### config.mk
export PLATFORM = sky130hd
export DESIGN_NAME = rmw_ram_engine_flat
export DESIGN_NICKNAME = d
export VERILOG_FILES = /design/src/rtl/rmw_ram_engine_pkg.sv /design/src/rtl/rmw_ram_engine_if.sv /design/src/rtl/rmw_ram_engine_ram.sv /design/src/rtl/rmw_ram_engine.sv /design/src/flat_wrapper.sv
export SDC_FILE = /design/constraint.sdc
export NUM_CORES = 1
export LEC_CHECK = 0
export BUFFER_PORTS_ARGS = -buffer_cell sky130_fd_sc_hd__buf_4
export CAP_MARGIN = 40
export CORE_MARGIN = 2
export CORE_UTILIZATION = 30
export CTS_BUF_LIST = sky130_fd_sc_hd__clkbuf_4
export DETAILED_ROUTE_END_ITERATION = 10
export GPL_TIMING_DRIVEN = 0
export PLACE_DENSITY = 0.48
export SYNTH_ARGS = -nofsm -noshare
export SYNTH_HDL_FRONTEND = slang
export SYNTH_HIERARCHICAL = 1
export SYNTH_SLANG_ARGS = --single-unit
export TNS_END_PERCENT = 20
### constraint.sdc
create_clock -name clk -period 3.2 [get_ports clk]
set_input_delay 0.64 -clock clk [delete_from_list [all_inputs] [get_ports clk]]
set_output_delay 0.64 -clock clk [all_outputs]
set_load 0.02 [all_outputs]
### src/rtl/rmw_ram_engine_pkg.sv
// Shared definitions for the read-modify-write RAM engine.
//   op_e    : modify operation applied to every word of a sweep
//   state_e : engine FSM states
package rmw_ram_engine_pkg;

  typedef enum logic [1:0] {
    OP_ADD   = 2'd0,  // word + operand, wrapping at 2^WIDTH
    OP_XOR   = 2'd1,  // word ^ operand
    OP_CLEAR = 2'd2,  // word := 0
    OP_NOP   = 2'd3   // word rewritten unchanged
  } op_e;

  typedef enum logic [1:0] {
    ST_IDLE   = 2'd0,
    ST_READ   = 2'd1,
    ST_WRITE  = 2'd2,
    ST_FINISH = 2'd3
  } state_e;

endpackage

### src/rtl/rmw_ram_engine_if.sv
// Control and host bus of the read-modify-write RAM engine.
//   start/base_addr/len/op/operand : sweep request, sampled while ready=1
//   ready/done                     : idle indication and completion pulse
//   host_we/host_addr/host_wdata   : direct RAM access while idle
//   host_rdata                     : RAM data, one cycle after host_addr
// master = sequencer/host side, slave = engine side.
interface rmw_ram_engine_if
  import rmw_ram_engine_pkg::*;
#(
  parameter int WIDTH = 16,
  parameter int DEPTH = 16
);
  localparam int AW = $clog2(DEPTH);
  localparam int LW = $clog2(DEPTH) + 1;

  logic             start;
  logic [AW-1:0]    base_addr;
  logic [LW-1:0]    len;
  op_e              op;
  logic [WIDTH-1:0] operand;
  logic             ready;
  logic             done;
  logic             host_we;
  logic [AW-1:0]    host_addr;
  logic [WIDTH-1:0] host_wdata;
  logic [WIDTH-1:0] host_rdata;

  modport master (
    output start, base_addr, len, op, operand, host_we, host_addr, host_wdata,
    input  ready, done, host_rdata
  );

  modport slave (
    input  start, base_addr, len, op, operand, host_we, host_addr, host_wdata,
    output ready, done, host_rdata
  );

endinterface

### src/rtl/rmw_ram_engine_ram.sv
// sp_sync_ram: single-port RAM, synchronous write, registered read.
//   clk     : clock
//   we_i    : write enable
//   addr_i  : word address (shared by read and write)
//   wdata_i : write data
//   rdata_o : data at addr_i from the previous edge (read-before-write)
module sp_sync_ram #(
  parameter int WIDTH = 16,
  parameter int DEPTH = 16,
  parameter int AW    = $clog2(DEPTH)
) (
  input  logic             clk,
  input  logic             we_i,
  input  logic [AW-1:0]    addr_i,
  input  logic [WIDTH-1:0] wdata_i,
  output logic [WIDTH-1:0] rdata_o
);

  logic [WIDTH-1:0] mem_q [DEPTH];

  always_ff @(posedge clk) begin
    if (we_i) begin
      mem_q[addr_i] <= wdata_i;
    end
    rdata_o <= mem_q[addr_i];
  end

endmodule

### src/rtl/rmw_ram_engine.sv
// rmw_ram_engine: owns a single-port RAM and, on start, applies ADD/XOR/
// CLEAR/NOP to len consecutive words starting at base_addr (wrapping).
//   clk : clock
//   rst : synchronous active-high reset
//   bus : slave side of rmw_ram_engine_if (sweep control + host port)
// The RAM port belongs to the host while idle and to the FSM otherwise.
module rmw_ram_engine
  import rmw_ram_engine_pkg::*;
#(
  parameter int WIDTH = 16,
  parameter int DEPTH = 16,
  localparam int AW   = $clog2(DEPTH),
  localparam int LW   = $clog2(DEPTH) + 1
) (
  input  logic clk,
  input  logic rst,
  rmw_ram_engine_if.slave bus
);

  state_e           state_q, state_d;
  logic [AW-1:0]    addr_q, addr_d;
  logic [LW-1:0]    cnt_q, cnt_d;
  op_e              op_q, op_d;
  logic [WIDTH-1:0] operand_q, operand_d;
  logic             done_q, done_d;
  logic             host_sel_q;   // last RAM read was issued by the host
  logic [WIDTH-1:0] host_hold_q;  // host read data held while busy

  logic             ram_we;
  logic [AW-1:0]    ram_addr;
  logic [WIDTH-1:0] ram_wdata;
  logic [WIDTH-1:0] ram_rdata;
  logic [WIDTH-1:0] mod_data;
  logic [LW-1:0]    len_clamped;

  assign len_clamped = (bus.len > LW'(DEPTH)) ? LW'(DEPTH) : bus.len;

  sp_sync_ram #(.WIDTH(WIDTH), .DEPTH(DEPTH), .AW(AW)) u_ram (
    .clk     (clk),
    .we_i    (ram_we),
    .addr_i  (ram_addr),
    .wdata_i (ram_wdata),
    .rdata_o (ram_rdata)
  );

  // State and datapath registers.
  always_ff @(posedge clk) begin
    if (rst) begin
      state_q     <= ST_IDLE;
      addr_q      <= '0;
      cnt_q       <= '0;
      op_q        <= OP_ADD;
      operand_q   <= '0;
      done_q      <= 1'b0;
      host_sel_q  <= 1'b0;
      host_hold_q <= '0;
    end else begin
      state_q    <= state_d;
      addr_q     <= addr_d;
      cnt_q      <= cnt_d;
      op_q       <= op_d;
      operand_q  <= operand_d;
      done_q     <= done_d;
      host_sel_q <= (state_q == ST_IDLE);
      if (host_sel_q) begin
        host_hold_q <= ram_rdata;
      end
    end
  end

  // Next-state logic.
  always_comb begin
    state_d   = state_q;
    addr_d    = addr_q;
    cnt_d     = cnt_q;
    op_d      = op_q;
    operand_d = operand_q;
    done_d    = 1'b0;
    unique case (state_q)
      ST_IDLE: begin
        if (bus.start) begin
          addr_d    = bus.base_addr;
          op_d      = bus.op;
          operand_d = bus.operand;
          if (bus.len != '0) begin
            cnt_d   = len_clamped;
            state_d = ST_READ;
          end else begin
            // Empty sweep dwells two cycles so it matches a one-word sweep.
            cnt_d   = LW'(1);
            state_d = ST_FINISH;
          end
        end
      end
      ST_READ: begin
        state_d = ST_WRITE;
      end
      ST_WRITE: begin
        addr_d = addr_q + AW'(1);  // power-of-two depth wraps naturally
        cnt_d  = cnt_q - LW'(1);
        if (cnt_q == LW'(1)) begin
          state_d = ST_IDLE;
          done_d  = 1'b1;
        end else begin
          state_d = ST_READ;
        end
      end
      ST_FINISH: begin
        if (cnt_q != '0) begin
          cnt_d = cnt_q - LW'(1);
        end else begin
          state_d = ST_IDLE;
          done_d  = 1'b1;
        end
      end
      default: state_d = ST_IDLE;
    endcase
  end

  // Outputs and RAM port mux.
  always_comb begin
    unique case (op_q)
      OP_ADD:   mod_data = ram_rdata + operand_q;
      OP_XOR:   mod_data = ram_rdata ^ operand_q;
      OP_CLEAR: mod_data = '0;
      default:  mod_data = ram_rdata;
    endcase
    // rst gates writes so a reset edge never commits a half-done sweep word.
    ram_we    = !rst && (((state_q == ST_IDLE) && bus.host_we) || (state_q == ST_WRITE));
    ram_addr  = (state_q == ST_IDLE) ? bus.host_addr : addr_q;
    ram_wdata = (state_q == ST_IDLE) ? bus.host_wdata : mod_data;
  end

  assign bus.ready      = (state_q == ST_IDLE);
  assign bus.done       = done_q;
  assign bus.host_rdata = host_sel_q ? ram_rdata : host_hold_q;

endmodule

### src/flat_wrapper.sv
// flat-port wrapper written by rule: the top's interface ports become plain ports
module rmw_ram_engine_flat import rmw_ram_engine_pkg::*;
#(
  parameter int WIDTH = 16,
  parameter int DEPTH = 16,
  localparam int AW   = $clog2(DEPTH),
  localparam int LW   = $clog2(DEPTH) + 1
)
  (clk, rst, bus_start, bus_base_addr, bus_len, bus_op, bus_operand, bus_host_we, bus_host_addr, bus_host_wdata, bus_ready, bus_done, bus_host_rdata);
  rmw_ram_engine_if #(.WIDTH(WIDTH), .DEPTH(DEPTH)) bus_i ();
  input  logic clk;
  input  logic rst;
  input wire logic [$bits(bus_i.start)-1:0] bus_start;
  input wire logic [$bits(bus_i.base_addr)-1:0] bus_base_addr;
  input wire logic [$bits(bus_i.len)-1:0] bus_len;
  input wire logic [$bits(bus_i.op)-1:0] bus_op;
  input wire logic [$bits(bus_i.operand)-1:0] bus_operand;
  input wire logic [$bits(bus_i.host_we)-1:0] bus_host_we;
  input wire logic [$bits(bus_i.host_addr)-1:0] bus_host_addr;
  input wire logic [$bits(bus_i.host_wdata)-1:0] bus_host_wdata;
  output wire logic [$bits(bus_i.ready)-1:0] bus_ready;
  output wire logic [$bits(bus_i.done)-1:0] bus_done;
  output wire logic [$bits(bus_i.host_rdata)-1:0] bus_host_rdata;
  assign bus_i.start = bus_start;
  assign bus_i.base_addr = bus_base_addr;
  assign bus_i.len = bus_len;
  assign bus_i.op = bus_op;
  assign bus_i.operand = bus_operand;
  assign bus_i.host_we = bus_host_we;
  assign bus_i.host_addr = bus_host_addr;
  assign bus_i.host_wdata = bus_host_wdata;
  assign bus_ready = bus_i.ready;
  assign bus_done = bus_i.done;
  assign bus_host_rdata = bus_i.host_rdata;
  rmw_ram_engine #(.WIDTH(WIDTH), .DEPTH(DEPTH)) u_core (.clk(clk), .rst(rst), .bus(bus_i));
endmodule
# Word level (Yosys, flattened, before mapping)

Memories as Yosys holds them, arrays and structs flattened. A register that Yosys moved wholly into a read port is not among the register bits.
Index checks and enable logic that the tools add are counted.

Bitwise operators: 1
Mux-type cells: 21
Magnitude comparators: 1
Reduce and logical (&&, ||, !) cells: 14
Eq/ne operators: 9
Add/subtract/negate cells: 3

Operator list:

| kind                                                                | number |
|---|---|
| 16-bit case mux with 3 select lines                                 | 1 |
| 16-bit two-way mux                                                  | 2 |
| 5-bit two-way mux                                                   | 4 |
| 16-bit adder                                                        | 1 |
| 16-bit bitwise XOR                                                  | 1 |
| 5-bit case mux with 3 select lines                                  | 1 |
| 5-bit nonzero test                                                  | 2 |
| 4-bit two-way mux                                                   | 2 |
| 2-bit case mux with 4 select lines                                  | 1 |
| 4-bit case mux with 2 select lines                                  | 1 |
| 2-bit == test (second input constant)                               | 3 |
| 2-bit two-way mux                                                   | 3 |
| 2-bit AND reduction                                                 | 3 |
| 5-bit by 1-bit == test with 1-bit output (second input constant)    | 1 |
| 5-bit greater-than comparator (second input constant)               | 1 |
| 1-bit two-way mux                                                   | 5 |
| 5-bit by 1-bit subtractor with 5-bit output (second input constant) | 1 |
| 4-bit by 1-bit adder with 4-bit output (second input constant)      | 1 |
| 2-bit by 1-bit == test with 1-bit output (second input constant)    | 2 |
| 2-bit logical NOT                                                   | 2 |
| 2-bit != test (second input constant)                               | 2 |
| 3-bit AND reduction                                                 | 1 |
| 3-bit nonzero test                                                  | 1 |
| 1-bit logical AND                                                   | 2 |
| 5 further kinds                                                     | 5 |

Bits in writable memories: 256
Memories: 1
Flip-flop bits (word level): 47
Bits of input ports: 51
Output and inout port bits: 18

Memory list:

| memory             | words | width | rd ports | clocked after memory_dff | write ports | RTL line                 | RTL |
|---|---|---|---|---|---|---|---|
| u_core.u_ram.mem_q | 16    | 16    | 1        | 1                        | 1           | rmw_ram_engine_ram.sv:19 | `logic [WIDTH-1:0] mem_q [DEPTH];` |

# Logic depth before layout (Yosys ltp)

Gate-level depths: netlist of run 1.

Depth after elaboration: 6
Depth in mapped cells: 13
Gate-level depth less buffers: 10

# Hierarchy

Netlist of run 1, hierarchy kept.

Modules (own cells, without submodules):

| module         | times used | area an instance (um^2) | cells each | seq. area each (um^2) |
|---|---|---|---|---|
| sp_sync_ram    | 1          | 10,023.4                | 434        | 8,007.7 |
| rmw_ram_engine | 1          | 3,145.5                 | 412        | 940.9 |

# Worst setup path before layout of run 1

OpenSTA, ideal clock, no wires.

Kind: flip-flop to flip-flop
From: register u_core.state_q[1]
To: memory u_core.u_ram.mem_q[0][0] (enable)
Path buffers: 3
Data arrival time: 2.946 ns
Stages on the path, launching flop included: 11
Period minus slack after synthesis: 3.355 ns
Path slack: -0.155 ns
Library setup time: 0.409 ns
Cells stage by stage: dfxtp_1 buf_2 inv_2 nand2_1 inv_2 buf_2 buf_1 nand2_1 nand2_1 or3b_2 nor3_1

Elaborated cells on any way between the ends: 8

RTL lines:

| element                  | RTL line                 | RTL |
|---|---|---|
| start: declaration       | rmw_ram_engine.sv:20     | `state_e state_q, state_d;` |
| start signal: assignment | rmw_ram_engine.sv:58     | `state_q <= state_d;` |
| 2-bit logical NOT        | n/a                      |  |
| via bus_ready            | flat_wrapper.sv:21       | `output wire logic [$bits(bus_i.ready)-1:0] bus_ready;` |
| 4-bit two-way mux        | rmw_ram_engine.sv:130    | `ram_addr = (state_q == ST_IDLE) ? bus.host_addr : addr_q;` |
| via u_core.ram_addr[2]   | rmw_ram_engine.sv:30     | `logic [AW-1:0] ram_addr;` |
| end: declaration         | rmw_ram_engine_ram.sv:19 |  |

The timed path passes the listed nets, and every way through them passes these cells.

# Worst setup path after layout of run 1

From: register u_core.host_sel_q
To: output bus_host_rdata[13]

Word-level cells in the longest chain between the ends: 1

RTL lines:

| element                  | RTL line              | RTL |
|---|---|---|
| start: declaration       | rmw_ram_engine.sv:26  | `logic host_sel_q;` |
| start signal: assignment | rmw_ram_engine.sv:64  | `host_sel_q <= (state_q == ST_IDLE);` |
| 16-bit two-way mux       | rmw_ram_engine.sv:136 | `assign bus.host_rdata = host_sel_q ? ram_rdata : host_hold_q;` |
| end: declaration         | flat_wrapper.sv:23    | `output wire logic [$bits(bus_i.host_rdata)-1:0] bus_host_rdata;` |

Every way passes these cells.

==> results of run 1 <==
==> through the flow <==
stage	hold WS (ns)	setup slack, ns	power [W]	utilization	TNS, ns
after global routing	0.09142	0.04736	0.01135	0.3749	0
final	0.1550	0.1930	0.01075	0.3749	0
after CTS	0.06882	0.02589	0.01090	0.3738	0
after floorplan	0.4406	0.02663	0.006269	-	0
after global placement	0.4578	-1.955	0.006950	0.3338	-366.83
after detailed placement	0.4664	-0.8035	0.007034	0.3431	-123.43
==> final cells by class <==
cell class | count | area, sq um | share of cell area
Multi-Input combinational cell | 465 | 4095 | 0.2530
Inverter | 12 | 45.04 | 0.002783
Clock buffer | 131 | 983.4 | 0.06076
Buffer | 48 | 265.3 | 0.01639
Sequential cell | 319 | 8950 | 0.5530
Tap cell | 585 | 732.0 | 0.04522
Antenna cell | 1 | 2.502 | 0.0001546
Clock inverter | 26 | 183.9 | 0.01136
Timing Repair Buffer | 108 | 928.4 | 0.05736
==> sequential cells by signal, indices dropped and copies added, names as in the netlist <==
| signal | count |
|---|---|
| u_core/addr_q | 4 |
| u_core/u_ram/rdata_o | 16 |
| u_core/bus.done | 1 |
| u_core/cnt_q | 5 |
| u_core/operand_q | 16 |
| u_core/u_ram/mem_q | 256 |
| u_core/state_q | 2 |
| u_core/host_hold_q | 16 |
| u_core/host_sel_q | 1 |
| u_core/op_q | 2 |
==> repair_timing <==
action                     CTS  global route
pin swaps                    6             2
buffers inserted             6             2
hold buffers                 0             0
resized for setup           29            21
setup endpoints to repair  270           128
cloned                       0             0
==> metal layers <==
metal / global-route usage / routed length [um]
met2: 0.2490 / 15940
met3: 0.03544 / 2285
met1: 0.1911 / 14570
met4: 0.05580 / 661
met5: 0 / 0
==> worst max path at each step <==
| stage | startpoint | end | slack [ns] | depth (start not counted) |
|---|---|---|---|---|
| floorplan | u_core/state_q[1]$_SDFFE_PP0P_ | u_core/u_ram/mem_q[12][0]$_DFFE_PP_ | 0.03 | 11 |
| CTS | u_core/state_q[0]$_SDFFE_PP0P_ | u_core/u_ram/mem_q[6][11]$_DFFE_PP_ | 0.03 | 11 |
| detailed placement | u_core/state_q[0]$_SDFFE_PP0P_ | u_core/u_ram/mem_q[3][1]$_DFFE_PP_ | -0.80 | 11 |
| global placement | u_core/state_q[0]$_SDFFE_PP0P_ | u_core/u_ram/mem_q[8][10]$_DFFE_PP_ | -1.96 | 8 |
| finish | u_core/host_sel_q$_SDFF_PP0_ | bus_host_rdata[13] | 0.19 | 4 |
| global route | u_core/u_ram/rdata_o[11]$_DFF_P_ | u_core/u_ram/mem_q[8][15]$_DFFE_PP_ | 0.05 | 7 |
==> kinds of logic after synthesis <==
family / Yosys count / synth area share
compound gates: 154 / 0.07763
xor+xnor: 8 / 0.005320
fa+ha+maj: 19 / 0.01862
buf+inv: 62 / 0.02185
flops: 319 / 0.6795
mux: 88 / 0.1300
simple gates: 196 / 0.06708
==> Yosys cell counts (8+ instances only) <==
library cell and count:
edfxtp_1 256, mux4_2 62, a21oi_1 52, a22oi_1 40
nor2b_1 20, nand3_1 8, mux2_2 17, o21ai_0 12
clkbuf_1 31, nor3_1 14, nor2_1 42, dfxtp_1 63
ha_1 18, a211oi_1 8, buf_2 8, inv_1 9
nand2_1 91
==> worst register-to-register path: stages, from the launching register on <==
cell	delay (ns)
dfxtp_1	0.35
ha_1	0.30
clkbuf_1	0.35
nand4_1	0.21
o41ai_2	0.52
xnor2_1	0.13
o21ai_1	0.70
buf_4	0.30
==> power by group <==
part | internal [W] | leakage (nW) | switching [W]
combinational | 0.000791 | 2.10 | 0.00122
clock | 0.00211 | 0.692 | 0.00166
sequential | 0.00484 | 2.83 | 0.000123
total | 0.00774 | 5.62 | 0.00300
==> flow_summary.yaml, run 1 <==
run_status:
  status: "finished, final reports clean"
cells_and_area:
  final_cell_mix: "256 x edfxtp_1, 135 x clkbuf_4, 92 x buf_4"
  final_cells: 1695
  syn_to_final_growth_pct: 22.91
  drive_above_1_share: 0.3535
  fin_area_sq_um: 16190
  nFillCells: 4179
  layout_commonest_cell: "edfxtp_1"
  fin_nets: 1112
yosys:
  syn_area_per_cell_sq_um: 15.57
  ys_seq_area_frac: 0.6795
  ys_async_sr_fraction: 0
  synth_edf_count: 256
  yosys.cell_types.count: 59
  synthFlopType: "edfxtp_1"
  yosysWarnings: 6
  yosys.area.top_type: "edfxtp_1"
  synthCells: 846
  yosys-top-cells-area: "edfxtp_1 58%, mux4_2 11%, dfxtp_1 9.6%, nand2_1 2.6%, a22oi_1 2.3%"
  synth_top_area_frac: 0.5838
  syn_area_sq_um: 13170
  synth.net_count: 916
  synth_seq_cells: 319
hold_path:
  worstHoldStart: "bus_operand[1]"
  min_to: "u_core/operand_q[1]$_SDFFE_PP0P_"
  hp-class: "input pin to flop"
  hold-path-cell-count: 3
critical_path:
  start_kind: "flop"
  critPathMaxFanout: 10
  critPathSlowestCell: "mux2_2"
  crit_buf_inv: 3
  critPathTopFamily: "buffers and inverters"
  cp-end-kind: "output pin"
  cpPeakStageDelay_ns: 0.40
  arrival_ns: 2.37
  r2r-end: "u_core/u_ram/mem_q[11][15]$_DFFE_PP_"
  reg2reg_slack_ns: 0.20
  crit_chain: "clkbuf_1 -> buf_2 -> mux2_2 -> buf_4"
  worstReg2RegStart: "u_core/u_ram/rdata_o[11]$_DFF_P_"
  worstSetupPathType: "flop to output pin"
  worstRegToRegCells: 7
  worst-endpoint-required_ns: 2.56
drt:
  vias: 8096
  wl_per_cell_um: 19.74
  vias_per_cell: 4.776
  drc_errors: 0
  drt-pass1-iter-count: 5
  routed_wl_mm: 33.45
  ant_nets: 0
  drt_iter0_markers: 509
run:
  maxCapViolCount: 0
sta:
  min_period_ns: 3.007
  skew_ns: 0.04745
  fmax_mhz: 332.6
  period_share: 0.9397
  setup_viol: 0
  worstMarginPinSlew_ns: 0.8878
  slew_headroom: 0.4041
  rsz0062_at_grt: "no"
  maxSlewViolCount: 0
  hold_viol_final: 0
clock_tree:
  cts_tree: "yes"
  root_buffer: "clkbuf_4"
  clock_sinks: 319
  numCtsBuffers: 88
  clk_latency_ns: 0.74
  clk_pin_slew_ns: 0.06
  htreeDepth: 3
  clk_path_buf_depth: 3
floorplan:
  ios: 69
  chipHeight_um: 213.5
  start_util: 0.3050
  die_area_sq_um: 45590
  die_w_um: 213.5
  coreArea_sq_um: 43170
  rows: 76
global_routing:
  grt_pass1_vias: 8509
  grt_pass1_wl_mm: 50.36
  grtUsageTotal: 0.1499
  grt_max_degree: 20
  overflow: 0
  antenna_found_initial: 1
power_and_ir_drop:
  power.leakage_nw: 5.618
  powerDensity_nw_per_um2: 663.9
  ir_worst_vdd_v: 0.0002478
placed_design:
  dp.cells: 1531
  placed_area_sq_um: 14810
  routabilityCongestion: 0.8582
  io_buffers: 67
  place_hpwl_mm: 23.52
(Power assumes the default switching activity.)
==> inputs of run 2 (changes only) <==
--- a/config.mk
+++ b/config.mk
@@ -7,7 +7,6 @@
 export LEC_CHECK = 0
 export BUFFER_PORTS_ARGS = -buffer_cell sky130_fd_sc_hd__buf_4
 export CAP_MARGIN = 40
-export CORE_MARGIN = 2
 export CORE_UTILIZATION = 30
 export CTS_BUF_LIST = sky130_fd_sc_hd__clkbuf_4
 export DETAILED_ROUTE_END_ITERATION = 10
==> run 2 against run 1 <==
Compared with the run above: clock skew is 0.0066 ns lower; first-iteration DRC count is 7.1% lower; maximum frequency is 2.8% lower; cell area is 0.37% lower; global-route usage is 0.76 points higher; clock-buffer cell count is 6 lower; wire length is 1.5% higher; largest power group unchanged; register-to-register slack worse by 0.09 ns; worst setup slack worse by 0.088 ns; power is 1.4% lower; sequential power hardly changed; non-clock buffer count stayed put.
==> flow_summary.yaml, run 2 (synthesis gave the netlist of run 1 again) <==
clock_tree:
  clk_pin_slew_ns: 0.07
  clock_sinks: 319
  holdBufCountCts: 0
  root_buffer: "clkbuf_4"
  clk_path_buf_depth: 3
  numCtsBuffers: 87
  htreeDepth: 3
  cts_tree: "yes"
  clk_latency_ns: 0.72
hold_path:
  hp-class: "input pin to flop"
  worstHoldStart: "bus_operand[15]"
drt:
  vias_per_cell: 4.820
  drt-pass1-iter-count: 5
  wl_per_cell_um: 20.10
  drc_errors: 0
  ant_nets: 0
  routed_wl_mm: 33.97
  vias: 8146
  drt_iter0_markers: 473
cells_and_area:
  fin_area_sq_um: 16130
  registers.top_by_ff_count: "u_core/u_ram/mem_q"
  fin_nets: 1111
  nFillCells: 4173
  final_cell_mix: "256 x edfxtp_1, 127 x clkbuf_4, 91 x buf_4"
  syn_to_final_growth_pct: 22.45
  drive_above_1_share: 0.3403
  layout_commonest_cell: "edfxtp_1"
  largest_register_ffs: 256
sta:
  slew_headroom: 0.4577
  maxSlewViolCount: 0
  setup_viol: 0
  rsz0062_at_grt: "yes"
  period_share: 0.9671
  worstMarginPinSlew_ns: 0.8124
  skew_ns: 0.04085
  hold_viol_final: 0
  fmax_mhz: 323.1
  setup_tns_ns: 0
  min_period_ns: 3.095
global_routing:
  grtUsageTotal: 0.1576
  antenna_found_initial: 1
  grt_pass1_wl_mm: 51.74
  grt_max_degree: 20
  overflow: 0
  grt_pass1_vias: 8467
critical_path:
  worst-endpoint-required_ns: 3.58
  arrival_ns: 3.48
  crit_start: "u_core/state_q[0]$_SDFFE_PP0P_"
  critPathMaxFanout: 19
  start_kind: "flop"
  worstSetupPathType: "flop to flop"
  cp-end-kind: "flop"
  worstReg2RegStart: "u_core/state_q[0]$_SDFFE_PP0P_"
power_and_ir_drop:
  p_clk_frac: 0.342
  intPower_w: 0.007580
  p_sw_w: 0.003019
  combPwrFrac: 0.189
  power.leakage_nw: 5.568
  powerDensity_nw_per_um2: 657.3
  swShare: 0.2849
  ir_worst_vdd_v: 0.0002189
  seqPwrFrac: 0.469
floorplan:
  ios: 69
  die_w_um: 211.5
  rows: 76
  chipHeight_um: 211.5
  die_area_sq_um: 44740
  coreArea_sq_um: 43170
  start_util: 0.3050
run_status:
  status: "finished, final reports clean"
placed_design:
  place_hpwl_mm: 23.52
  placed_area_sq_um: 14830
  routabilityCongestion: 0.8370
  io_buffers: 67
run:
  maxCapViolCount: 0
## run 2: cell types whose count changed in the layout (fill, tap and decap cells not counted), sizes merged
cell	previous run	this run
clkinv	20	19
bufinv	3	2
inv	14	15
clkbuf	162	156
diode	1	3
## run 2: worst paths after layout
path	end	slack (ns)	cells after the start
worst max-delay path	u_core/u_ram/mem_q[4][8]$_DFFE_PP_	0.11	9
worst min register to register	u_core/operand_q[10]$_SDFFE_PP0P_	0.47	2
worst max register to register	u_core/u_ram/mem_q[4][8]$_DFFE_PP_	0.11	9
worst min-delay path	u_core/operand_q[15]$_SDFFE_PP0P_	0.18	3
## run 2: through the flow
step / hold WS (ns) / utilization / std cells / power, W / setup slack [ns]
after global routing: 0.1369 / 0.3735 / 1689 / 0.01117 / -0.01310
after global placement: 0.4576 / 0.3338 / 1498 / 0.006964 / -1.870
after floorplan: 0.4406 / - / 846 / 0.006269 / 0.02663
final: 0.1826 / 0.3735 / 1690 / 0.01060 / 0.1052
after detailed placement: 0.4594 / 0.3435 / 1531 / 0.007046 / -0.8880
after CTS: 0.1223 / 0.3717 / 1682 / 0.01075 / 0.001362
## run 2: repair_timing
action / CTS / global route
endpoints found under the setup margin: 268 / 161
buffers inserted: 3 / 5
pin swaps: 6 / 3
resized for setup: 20 / 11
## run 2: cell type report
type	instances	area (sq um)	area share
sequential	319	8949	0.5549
multi-input combinational	465	4074	0.2526
timing repair buffer	108	969.7	0.06013
clock buffer	125	938.4	0.05819
tap	585	732.0	0.04539
buffer	48	249.0	0.01544
clock inverter	25	161.4	0.01001
inverter	12	45.04	0.002793
antenna	3	7.507	0.0004655
## run 2: critical path, stage by stage (launching register included)
cell,delay [ns]
dfxtp_1,0.45
inv_2,0.12
nand2_1,0.20
inv_2,0.05
clkbuf_4,0.24
nand2_1,0.12
nand2_1,0.26
nand3b_1,0.48
nor3_2,0.56
buf_4,0.30
## run 2: power by group through the flow
stage / Combinational [W] / Clock, W / Sequential (W)
6_report: 0.00200 / 0.00363 / 0.00497
5_1_grt: 0.00220 / 0.00399 / 0.00499
4_1_cts: 0.00200 / 0.00378 / 0.00497
3_5_place_dp: 0.00199 / 0 / 0.00506
3_3_place_gp: 0.00189 / 0 / 0.00507
2_1_floorplan: 0.00127 / 0 / 0.00500
## run 2: per-layer routing
metal	share of wire	track usage	up-vias	routed length, um
li1	-	-	3758	-
met1	0.45	0.2099	4085	15290
met2	0.47	0.2516	248	16040
met3	0.059	0.03709	55	2013
met4	0.018	0.05397	0	616
met5	0	0	-	0
